--- src/rtl/serial_link_pkg.sv ---
// Shared definitions for the serial exchange link (transmitter and receiver).
// LINK_WIDTH is the frame length both ends must agree on.
package serial_link_pkg;

  localparam int unsigned LINK_WIDTH = 32;

  typedef enum logic [1:0] {
    IDLE,
    SHIFT,
    GAP
  } tx_state_t;

endpackage

--- src/rtl/sync_fifo.sv ---
// Single-clock FIFO buffering words ahead of the serializer.
// Ports:
//   clk, reset          clock, asynchronous active-high reset
//   push, push_data     write request (ignored while full)
//   pop, pop_data       read request (ignored while empty); pop_data shows the head word
//   full, empty, count  occupancy, all derived from the registered count
module sync_fifo #(
  parameter int unsigned WIDTH = 32,
  parameter int unsigned DEPTH = 4
) (
  input  logic                   clk,
  input  logic                   reset,
  input  logic                   push,
  input  logic [WIDTH-1:0]       push_data,
  input  logic                   pop,
  output logic [WIDTH-1:0]       pop_data,
  output logic                   full,
  output logic                   empty,
  output logic [$clog2(DEPTH):0] count
);

  localparam int unsigned PtrW = $clog2(DEPTH);

  logic [WIDTH-1:0] mem_q [DEPTH];
  logic [PtrW-1:0]  wr_ptr_q, rd_ptr_q;
  logic [PtrW:0]    count_q;
  logic             do_push, do_pop;

  assign full     = (count_q == (PtrW + 1)'(DEPTH));
  assign empty    = (count_q == '0);
  assign count    = count_q;
  assign pop_data = mem_q[rd_ptr_q];
  assign do_push  = push && !full;
  assign do_pop   = pop && !empty;

  // Storage needs no reset; only the pointers and count define validity.
  always_ff @(posedge clk) begin
    if (do_push) begin
      mem_q[wr_ptr_q] <= push_data;
    end
  end

  // DEPTH is a power of two, so pointers wrap by natural overflow.
  always_ff @(posedge clk or posedge reset) begin
    if (reset) begin
      wr_ptr_q <= '0;
      rd_ptr_q <= '0;
      count_q  <= '0;
    end else begin
      if (do_push) wr_ptr_q <= wr_ptr_q + 1'b1;
      if (do_pop)  rd_ptr_q <= rd_ptr_q + 1'b1;
      unique case ({do_push, do_pop})
        2'b10:   count_q <= count_q + 1'b1;
        2'b01:   count_q <= count_q - 1'b1;
        default: count_q <= count_q;
      endcase
    end
  end

endmodule

--- src/rtl/serial_transmitter.sv ---
// Serializes buffered parallel words MSB-first onto a single data line, framing
// each word with comEn held high for exactly WIDTH consecutive cycles.
// Ports:
//   clk, reset          clock, asynchronous active-high reset
//   wr_data, wr_valid   word to send; accepted when wr_valid && wr_ready
//   wr_ready            FIFO has room
//   dataout, comEn      serial bit and frame enable toward the receiver
//   busy                a frame or gap is in progress, or words are queued
//   word_sent           pulse while the LSB of a word is on dataout
module serial_transmitter #(
  parameter int unsigned WIDTH = serial_link_pkg::LINK_WIDTH,
  parameter int unsigned DEPTH = 4,
  parameter int unsigned GAP   = 1
) (
  input  logic             clk,
  input  logic             reset,
  input  logic [WIDTH-1:0] wr_data,
  input  logic             wr_valid,
  output logic             wr_ready,
  output logic             dataout,
  output logic             comEn,
  output logic             busy,
  output logic             word_sent
);

  import serial_link_pkg::*;

  localparam int unsigned CntW = $clog2(WIDTH);
  // The gap counter is never used when GAP is 0; keep it one bit wide then.
  localparam int unsigned GapW = (GAP > 0) ? $clog2(GAP + 1) : 1;
  localparam logic [CntW-1:0] LastBit = CntW'(WIDTH - 1);
  localparam logic [GapW-1:0] GapLast = GapW'((GAP > 0) ? GAP - 1 : 0);

  tx_state_t         state_q, state_d;
  logic [WIDTH-1:0]  shreg_q, shreg_d;
  logic [CntW-1:0]   bit_cnt_q, bit_cnt_d;
  logic [GapW-1:0]   gap_cnt_q, gap_cnt_d;

  logic                   fifo_pop;
  logic [WIDTH-1:0]       fifo_data;
  logic                   fifo_full, fifo_empty;
  logic [$clog2(DEPTH):0] fifo_count;

  sync_fifo #(
    .WIDTH(WIDTH),
    .DEPTH(DEPTH)
  ) u_fifo (
    .clk      (clk),
    .reset    (reset),
    .push     (wr_valid),
    .push_data(wr_data),
    .pop      (fifo_pop),
    .pop_data (fifo_data),
    .full     (fifo_full),
    .empty    (fifo_empty),
    .count    (fifo_count)
  );

  always_ff @(posedge clk or posedge reset) begin
    if (reset) begin
      state_q   <= IDLE;
      shreg_q   <= '0;
      bit_cnt_q <= '0;
      gap_cnt_q <= '0;
    end else begin
      state_q   <= state_d;
      shreg_q   <= shreg_d;
      bit_cnt_q <= bit_cnt_d;
      gap_cnt_q <= gap_cnt_d;
    end
  end

  always_comb begin
    state_d   = state_q;
    shreg_d   = shreg_q;
    bit_cnt_d = bit_cnt_q;
    gap_cnt_d = gap_cnt_q;
    fifo_pop  = 1'b0;
    unique case (state_q)
      IDLE: begin
        if (!fifo_empty) begin
          fifo_pop  = 1'b1;
          shreg_d   = fifo_data;
          bit_cnt_d = '0;
          state_d   = SHIFT;
        end
      end
      SHIFT: begin
        shreg_d   = shreg_q << 1;
        bit_cnt_d = bit_cnt_q + 1'b1;
        if (bit_cnt_q == LastBit) begin
          if (GAP > 0) begin
            gap_cnt_d = '0;
            state_d   = serial_link_pkg::GAP;
          end else if (!fifo_empty) begin
            // Back-to-back frames: reload without dropping comEn.
            fifo_pop  = 1'b1;
            shreg_d   = fifo_data;
            bit_cnt_d = '0;
          end else begin
            state_d = IDLE;
          end
        end
      end
      serial_link_pkg::GAP: begin
        if (gap_cnt_q == GapLast) begin
          state_d = IDLE;
        end else begin
          gap_cnt_d = gap_cnt_q + 1'b1;
        end
      end
      default: state_d = IDLE;
    endcase
  end

  always_comb begin
    comEn     = (state_q == SHIFT);
    dataout   = comEn && shreg_q[WIDTH-1];
    word_sent = comEn && (bit_cnt_q == LastBit);
    busy      = (state_q != IDLE) || (fifo_count != '0);
    wr_ready  = !fifo_full;
  end

endmodule

--- config.mk ---
export PLATFORM = sky130hd
export DESIGN_NAME = serial_transmitter
export DESIGN_NICKNAME = d
export VERILOG_FILES = /design/src/rtl/serial_link_pkg.sv /design/src/rtl/sync_fifo.sv /design/src/rtl/serial_transmitter.sv
export SDC_FILE = /design/constraint.sdc
export NUM_CORES = 1
export LEC_CHECK = 0
export ABC_AREA = 1
export BUFFER_PORTS_ARGS = -buffer_cell sky130_fd_sc_hd__clkbuf_2
export CORE_MARGIN = 4
export CORE_UTILIZATION = 55
export CTS_CLUSTER_DIAMETER = 80
export DETAILED_ROUTE_END_ITERATION = 12
export GPL_TIMING_DRIVEN = 0
export PLACE_DENSITY = 0.83
export SLEW_MARGIN = 0
export SYNTH_ARGS = -nofsm -noshare
export SYNTH_HDL_FRONTEND = slang
export SYNTH_SLANG_ARGS = --single-unit
--- constraint.sdc ---
create_clock -name clk -period 2.3 [get_ports clk]
set_input_delay 0.46 -clock clk [delete_from_list [all_inputs] [get_ports clk]]
set_output_delay 0.46 -clock clk [all_outputs]
set_load 0.01 [all_outputs]
==> results of run 1 <==
cells in the mapped netlist (2+ instances only):
cell,n
ha_1,7
edfxtp_1,128
nand3_1,72
a21oi_1,2
inv_2,9
inv_1,14
buf_6,9
nand2_1,303
nor2_1,73
o21ai_1,2
buf_2,19
nand4_1,2
xor2_1,3
buf_4,4
dfrtp_1,46
power by group:
| part | switching (mW) | internal (mW) |
|---|---|---|
| Sequential | 0.345 | 4.29 |
| Combinational | 2.77 | 1.45 |
| Clock | 1.19 | 1.39 |
cells in the final DEF (no fill, tap or decap), types with 3 or more instances in the layout:
master	count
dfrtp_1	46
clkinv_4	5
clkbuf_1	4
nand3_1	72
nand2_1	302
clkbuf_2	39
nor2_4	4
ha_1	7
edfxtp_1	128
buf_6	9
buf_2	19
buf_4	6
nor2_1	69
xor2_1	3
clkbuf_16	17
inv_1	13
inv_2	10
buf_16	4
layout make-up:
cell class,instances,area (µm²),share of cell area [%]
timing repair buffer,47,350.3,4.167
clock buffer,20,436.7,5.194
tap,172,215.2,2.560
sequential,174,4995,59.41
inverter,23,86.33,1.027
buffer,33,230.2,2.739
clock inverter,12,90.09,1.072
multi-input combinational,470,2003,23.83
worst reg2reg max path, cell delays in order (launching register included):
cell	delay, ns
dfrtp_1	0.40
inv_2	0.10
nand3_1	0.11
nand2_2	0.26
ha_1	0.21
inv_1	0.07
fa_1	0.38
nor2_1	0.11
nor2_1	0.04
nand2_1	0.07
xor2_1	0.15
what timing repair did:
item | 4_1_cts | 5_1_grt
setup endpoints to repair | 0 | 2
hold endpoints to repair | 11 | 0
hold buffers | 1 | 0
resized for setup | 0 | 1
setup buffers | 0 | 2
per-stage QoR:
stage                     util, %  setup TNS (ns)  hold WS, ns
after floorplan                 -          -30.33       0.4483
after global routing        65.81               0       0.2429
after global placement      60.22         -170.69       0.4614
after CTS                   65.68               0       0.2406
after detailed placement    61.48               0       0.4062
final                       65.81               0       0.2461
registers in the layout (all words and copies together), names as in the netlist:
register         cells
bit_cnt_q            5
shreg_q             32
state_q              2
u_fifo.count         3
u_fifo.mem_q       128
u_fifo.rd_ptr_q      2
u_fifo.wr_ptr_q      2
path summary, 6_finish.rpt:
check	endpoint	slack [ns]	cells past startpoint
setup reg to reg	u_fifo.count[2]	0.31	10
max in group asynchronous	shreg_q[31]	1.28	4
setup / recovery	word_sent	0.14	7
min in group asynchronous	shreg_q[4]	0.52	3
hold / removal	u_fifo.mem_q[3][16]	0.25	1
hold reg to reg	u_fifo.count[0]	0.48	1
logic make-up after synthesis:
family / Yosys count / synth area share (%)
flops: 174 / 68.59
buf+inv: 56 / 4.347
xor+xnor: 4 / 0.4812
simple gates: 453 / 24.76
fa+ha+maj: 8 / 1.478
compound gates: 5 / 0.3436
metal layers:
metal  track usage, %  part of all wire [%]  vias to the layer above
li1                 -                     -                     2417
met1            26.52                    40                     2465
met2            39.53                    52                      214
met3            4.026                   6.3                       28
met4            10.10                   2.5                        0
met5                0                     0                        -
==> qor.csv, run 1 <==
metric,value,unit
htree_levels,4,
grt_antenna_before_repair,0,
crit_path_top_delay_cell,dfrtp_1,
placed_cells,916,
die_h,123.1,µm
async_flop_share,26.44,%
synthFlopType,edfxtp_1,
required,1.84,ns
critical_path.cell_chain,ha_1 > nand2_1 > nor2_1 > ha_1 > inv_1 > nor2_1 > clkbuf_2,
initial_utilization,57.01,%
route.detailed.drc,0,
grt_start_max_net_pins,36,
layout-drive-gt1-share,15.92,%
min_from,wr_data[16],
cp_top_family,flip-flops,
max_stage_delay,0.40,ns
ys_warn_count,0,
place.gp.congestion,0.8071,
io-pin-count,40,
maxCapViolations,0,
global_route.usage.total,22.28,%
slew_headroom,59.50,%
p_leak,3.572,nW
ys_ff_latch,174,
crit_start,bit_cnt_q[0],
min_path_type,primary input to register,
power_density,1360,nW/µm²
grt_remaining_overflow,0,
syn_inst,700,
root_buffer,clkbuf_16,
layout.nets,809,
avgSynthCellArea,10.40,µm²
vdd_drop_max,0.6937,mV
r2r_start,u_fifo.count[0],
cts_buffers,17,
synth-edff-count,128,
dieArea,15150,µm²
synth_top_cell_area_share,52.78,%
clock_latency,0.43,ns
synth.distinct_cells,22,
drv_slew,0,
final_cells,951,
cts_tree,done,
design_power_total,11.43,mW
final_area,8407,µm²
first_iter_violations,443,
dr.pass1.iters,7,
rsz0062_at_grt,no,
path_buf_inv,2,
crit_arrival,1.70,ns
worst_pin_slew,0.6061,ns
fillers,919,
seq_area_frac_synth,68.59,%
finalCritPeriodShare,93.84,%
n_antenna_cell,0,
clk_path_buf_depth,2,
fp.dieW,123.1,µm
core_area,12770,µm²
yosysTopAreaCell,edfxtp_1,
area_growth_syn_to_layout,15.45,%
netlist_area,7282,µm²
fmax,463.3,MHz
placed_area,7853,µm²
path_clk_slew,0.06,ns
layout_setup_ws,0.1417,ns
grt_pass1_wl,25470,µm
dp_hpwl,10350,µm
skew,0.006238,ns
routedWlPerCell,16.72,µm
cts.sinks,174,
rows,41,
worst-setup-path-type,register to output pin,
setup_viol,0,
timing.final.crit_period,2.158,ns
vias_per_cell,5.388,
crit_fanout,4,
synthTopCellsByArea,"edfxtp_1, dfrtp_1, nand2_1",
start_kind,register,
ant_nets,0,
vias,5124,
syn_nets,743,
crit_path_end_kind,output pin,
outcome,"finished, final reports clean",
drt-total-wl,15910,µm
io_buffer_count,39,
grt_pass1_vias,5248,
dp_slack,0.1568,ns
hold_viol,0,
(Power assumes the default switching activity.)
==> inputs of run 2 (changes only) <==
--- a/config.mk
+++ b/config.mk
@@ -7,12 +7,14 @@
 export LEC_CHECK = 0
 export ABC_AREA = 1
 export BUFFER_PORTS_ARGS = -buffer_cell sky130_fd_sc_hd__clkbuf_2
+export CELL_PAD_IN_SITES_DETAIL_PLACEMENT = 1
+export CELL_PAD_IN_SITES_GLOBAL_PLACEMENT = 2
 export CORE_MARGIN = 4
-export CORE_UTILIZATION = 55
+export CORE_UTILIZATION = 36
 export CTS_CLUSTER_DIAMETER = 80
 export DETAILED_ROUTE_END_ITERATION = 12
 export GPL_TIMING_DRIVEN = 0
-export PLACE_DENSITY = 0.83
+export PLACE_DENSITY = 0.82
 export SLEW_MARGIN = 0
 export SYNTH_ARGS = -nofsm -noshare
 export SYNTH_HDL_FRONTEND = slang
==> run 2 against run 1 <==
Register-to-register slack worse by 0.03 ns. Design area rose by 1.7%. Hold slack worse by 0.19 ns. Combinational power about the same. Sequential cell count unchanged. Fmax shrank 0.96%. First-iteration DRC count fell by 56%. Sequential power about the same. Global-route usage down 5.1 points. Wire length grew 14%.
==> qor.csv, run 2 (same netlist as run 1, synthesis figures left out) <==
metric,value,unit,change
global_route.usage.total,17.16,%,was 22.28%
grt_start_max_net_pins,27,,was 36
drt-total-wl,18060,µm,was 15910 µm
timing.final.crit_period,2.179,ns,was 2.158 ns
grt_pass1_wl,29120,µm,was 25470 µm
layout_setup_ws,0.1208,ns,was 0.1417 ns
routedWlPerCell,17.35,µm,was 16.72 µm
post_cts_buffers,0,,unchanged
path_clk_slew,0.07,ns,was 0.06 ns
top_register,u_fifo.mem_q,,unchanged
p_leak,3.573,nW,was 3.572 nW
dp_hpwl,12080,µm,was 10350 µm
skew,0.009180,ns,was 0.006238 ns
io-pin-count,40,,unchanged
cts_tree,done,,unchanged
crit_fanout,10,,was 4
required,1.84,ns,about the same
fmax,458.9,MHz,was 463.3 MHz
cp_top_family,buffers and inverters,,was flip-flops
root_buffer,clkbuf_16,,unchanged
cts_buffers,17,,unchanged
vias,4942,,was 5124
ant_nets,0,,unchanged
n_antenna_cell,0,,unchanged
initial_utilization,37.05,%,was 57.01%
final_area,8546,µm²,was 8407 µm²
core_area,19650,µm²,was 12770 µm²
die_h,150.2,µm,was 123.1 µm
grt_antenna_before_repair,0,,unchanged
path_buf_inv,3,,was 2
top_regs,"u_fifo.mem_q: 128 flops, shreg_q: 32 flops, bit_cnt_q: 5 flops",,unchanged
placed_cells,1009,,was 916
route.detailed.drc,0,,unchanged
worst-setup-path-type,register to output pin,,unchanged
vdd_drop_max,0.6074,mV,was 0.6937 mV
regArea,4995,µm²,unchanged
rows,51,,was 41
rsz0062_at_grt,no,,unchanged
ctsResizeCount,0,,unchanged
setup_viol,0,,unchanged
layout-drive-gt1-share,16.49,%,was 15.92%
worst_pin_slew,0.6499,ns,was 0.6061 ns
rrSetupSlack,0.28,ns,was 0.31 ns
crit_path_end_kind,output pin,,unchanged
min_path_type,primary input to async pin,,was primary input to register
area_growth_syn_to_layout,17.35,%,was 15.45%
maxCapViolations,0,,unchanged
clock_latency,0.42,ns,was 0.43 ns
place.gp.congestion,0.7517,,was 0.8071
most-common-layout-cells,"nand2_1, edfxtp_1, nand3_1",,unchanged
grt_pass1_vias,5439,,was 5248
largest_reg_flops,128,,unchanged
max_stage_delay,0.39,ns,was 0.40 ns
final_common_cell,nand2_1,,unchanged
crit_path_top_delay_cell,dfrtp_1,,unchanged
multi_input_area,2011,µm²,was 2003 µm²
first_iter_violations,196,,was 443
finalSetupTns,0,ns,unchanged
grt_remaining_overflow,0,,unchanged
dr.pass1.iters,4,,was 7
cts.sinks,174,,unchanged
crit_arrival,1.72,ns,was 1.70 ns
final_cells,1041,,was 951
start_kind,register,,unchanged
placed_area,7954,µm²,was 7853 µm²
htree_levels,4,,unchanged
drv_slew,0,,unchanged
dieArea,22570,µm²,was 15150 µm²
clk_path_buf_depth,2,,unchanged
outcome,"finished, final reports clean",,unchanged
ctsHoldBuffers,0,,was 1
fp.dieW,150.2,µm,was 123.1 µm
finalCritPeriodShare,94.75,%,was 93.84%
hold_viol,0,,unchanged
critical_path.cell_chain,inv_2 > nand2_1 > buf_2 > nor2_1 > clkbuf_2,,was ha_1 > nand2_1 > nor2_1 > ha_1 > inv_1 > nor2_1 > clkbuf_2
fillers,2252,,was 919
dp_slack,0.07688,ns,was 0.1568 ns
vias_per_cell,4.747,,was 5.388
power_density,1371,nW/µm²,was 1360 nW/µm²
layout.nets,806,,was 809
io_buffer_count,39,,unchanged
slew_headroom,56.57,%,was 59.50%
[run 2: cell type report]
| class | count | share of cell area, % |
|---|---|---|
| sequential | 174 | 58.45 |
| multi-input combinational | 470 | 23.53 |
| clock buffer | 18 | 5.022 |
| tap | 265 | 3.880 |
| timing repair buffer | 44 | 3.631 |
| buffer | 33 | 2.694 |
| clock inverter | 14 | 1.786 |
| inverter | 23 | 1.010 |
[run 2: metal layers]
layer,routed length [µm],track usage [%],vias to the layer above
li1,-,-,2409
met1,7751,20.77,2442
met2,9563,31.04,75
met3,529,3.492,16
met4,212,4.803,0
met5,0,0,-
[run 2: power breakdown]
part | total [mW] | internal [mW] | switching [mW]
combinational | 4.24 | 1.42 | 2.83
clock | 2.84 | 1.62 | 1.22
sequential | 4.64 | 4.29 | 0.351
total | 11.7 | 7.32 | 4.40
[run 2: final timing paths]
path                                  from                  to  cells past startpoint
hold / removal                       reset  u_fifo.wr_ptr_q[0]                      2
max in group asynchronous            reset        bit_cnt_q[4]                      3
min in group clk                wr_data[9]  u_fifo.mem_q[3][9]                      1
hold reg to reg                shreg_q[10]         shreg_q[10]                      2
setup reg to reg           u_fifo.count[0]     u_fifo.count[2]                     10
setup / recovery                state_q[1]             dataout                      5
[run 2: through the flow]
| stage | utilization (%) | total power, mW | hold WS (ns) |
|---|---|---|---|
| floorplan | - | 7.481 | 0.4483 |
| global placement | 39.73 | 8.604 | 0.4611 |
| detailed placement | 40.47 | 8.973 | 0.4663 |
| CTS | 43.43 | 11.87 | 0.06392 |
| global route | 43.48 | 12.61 | 0.07858 |
| finish | 43.48 | 11.72 | 0.05991 |
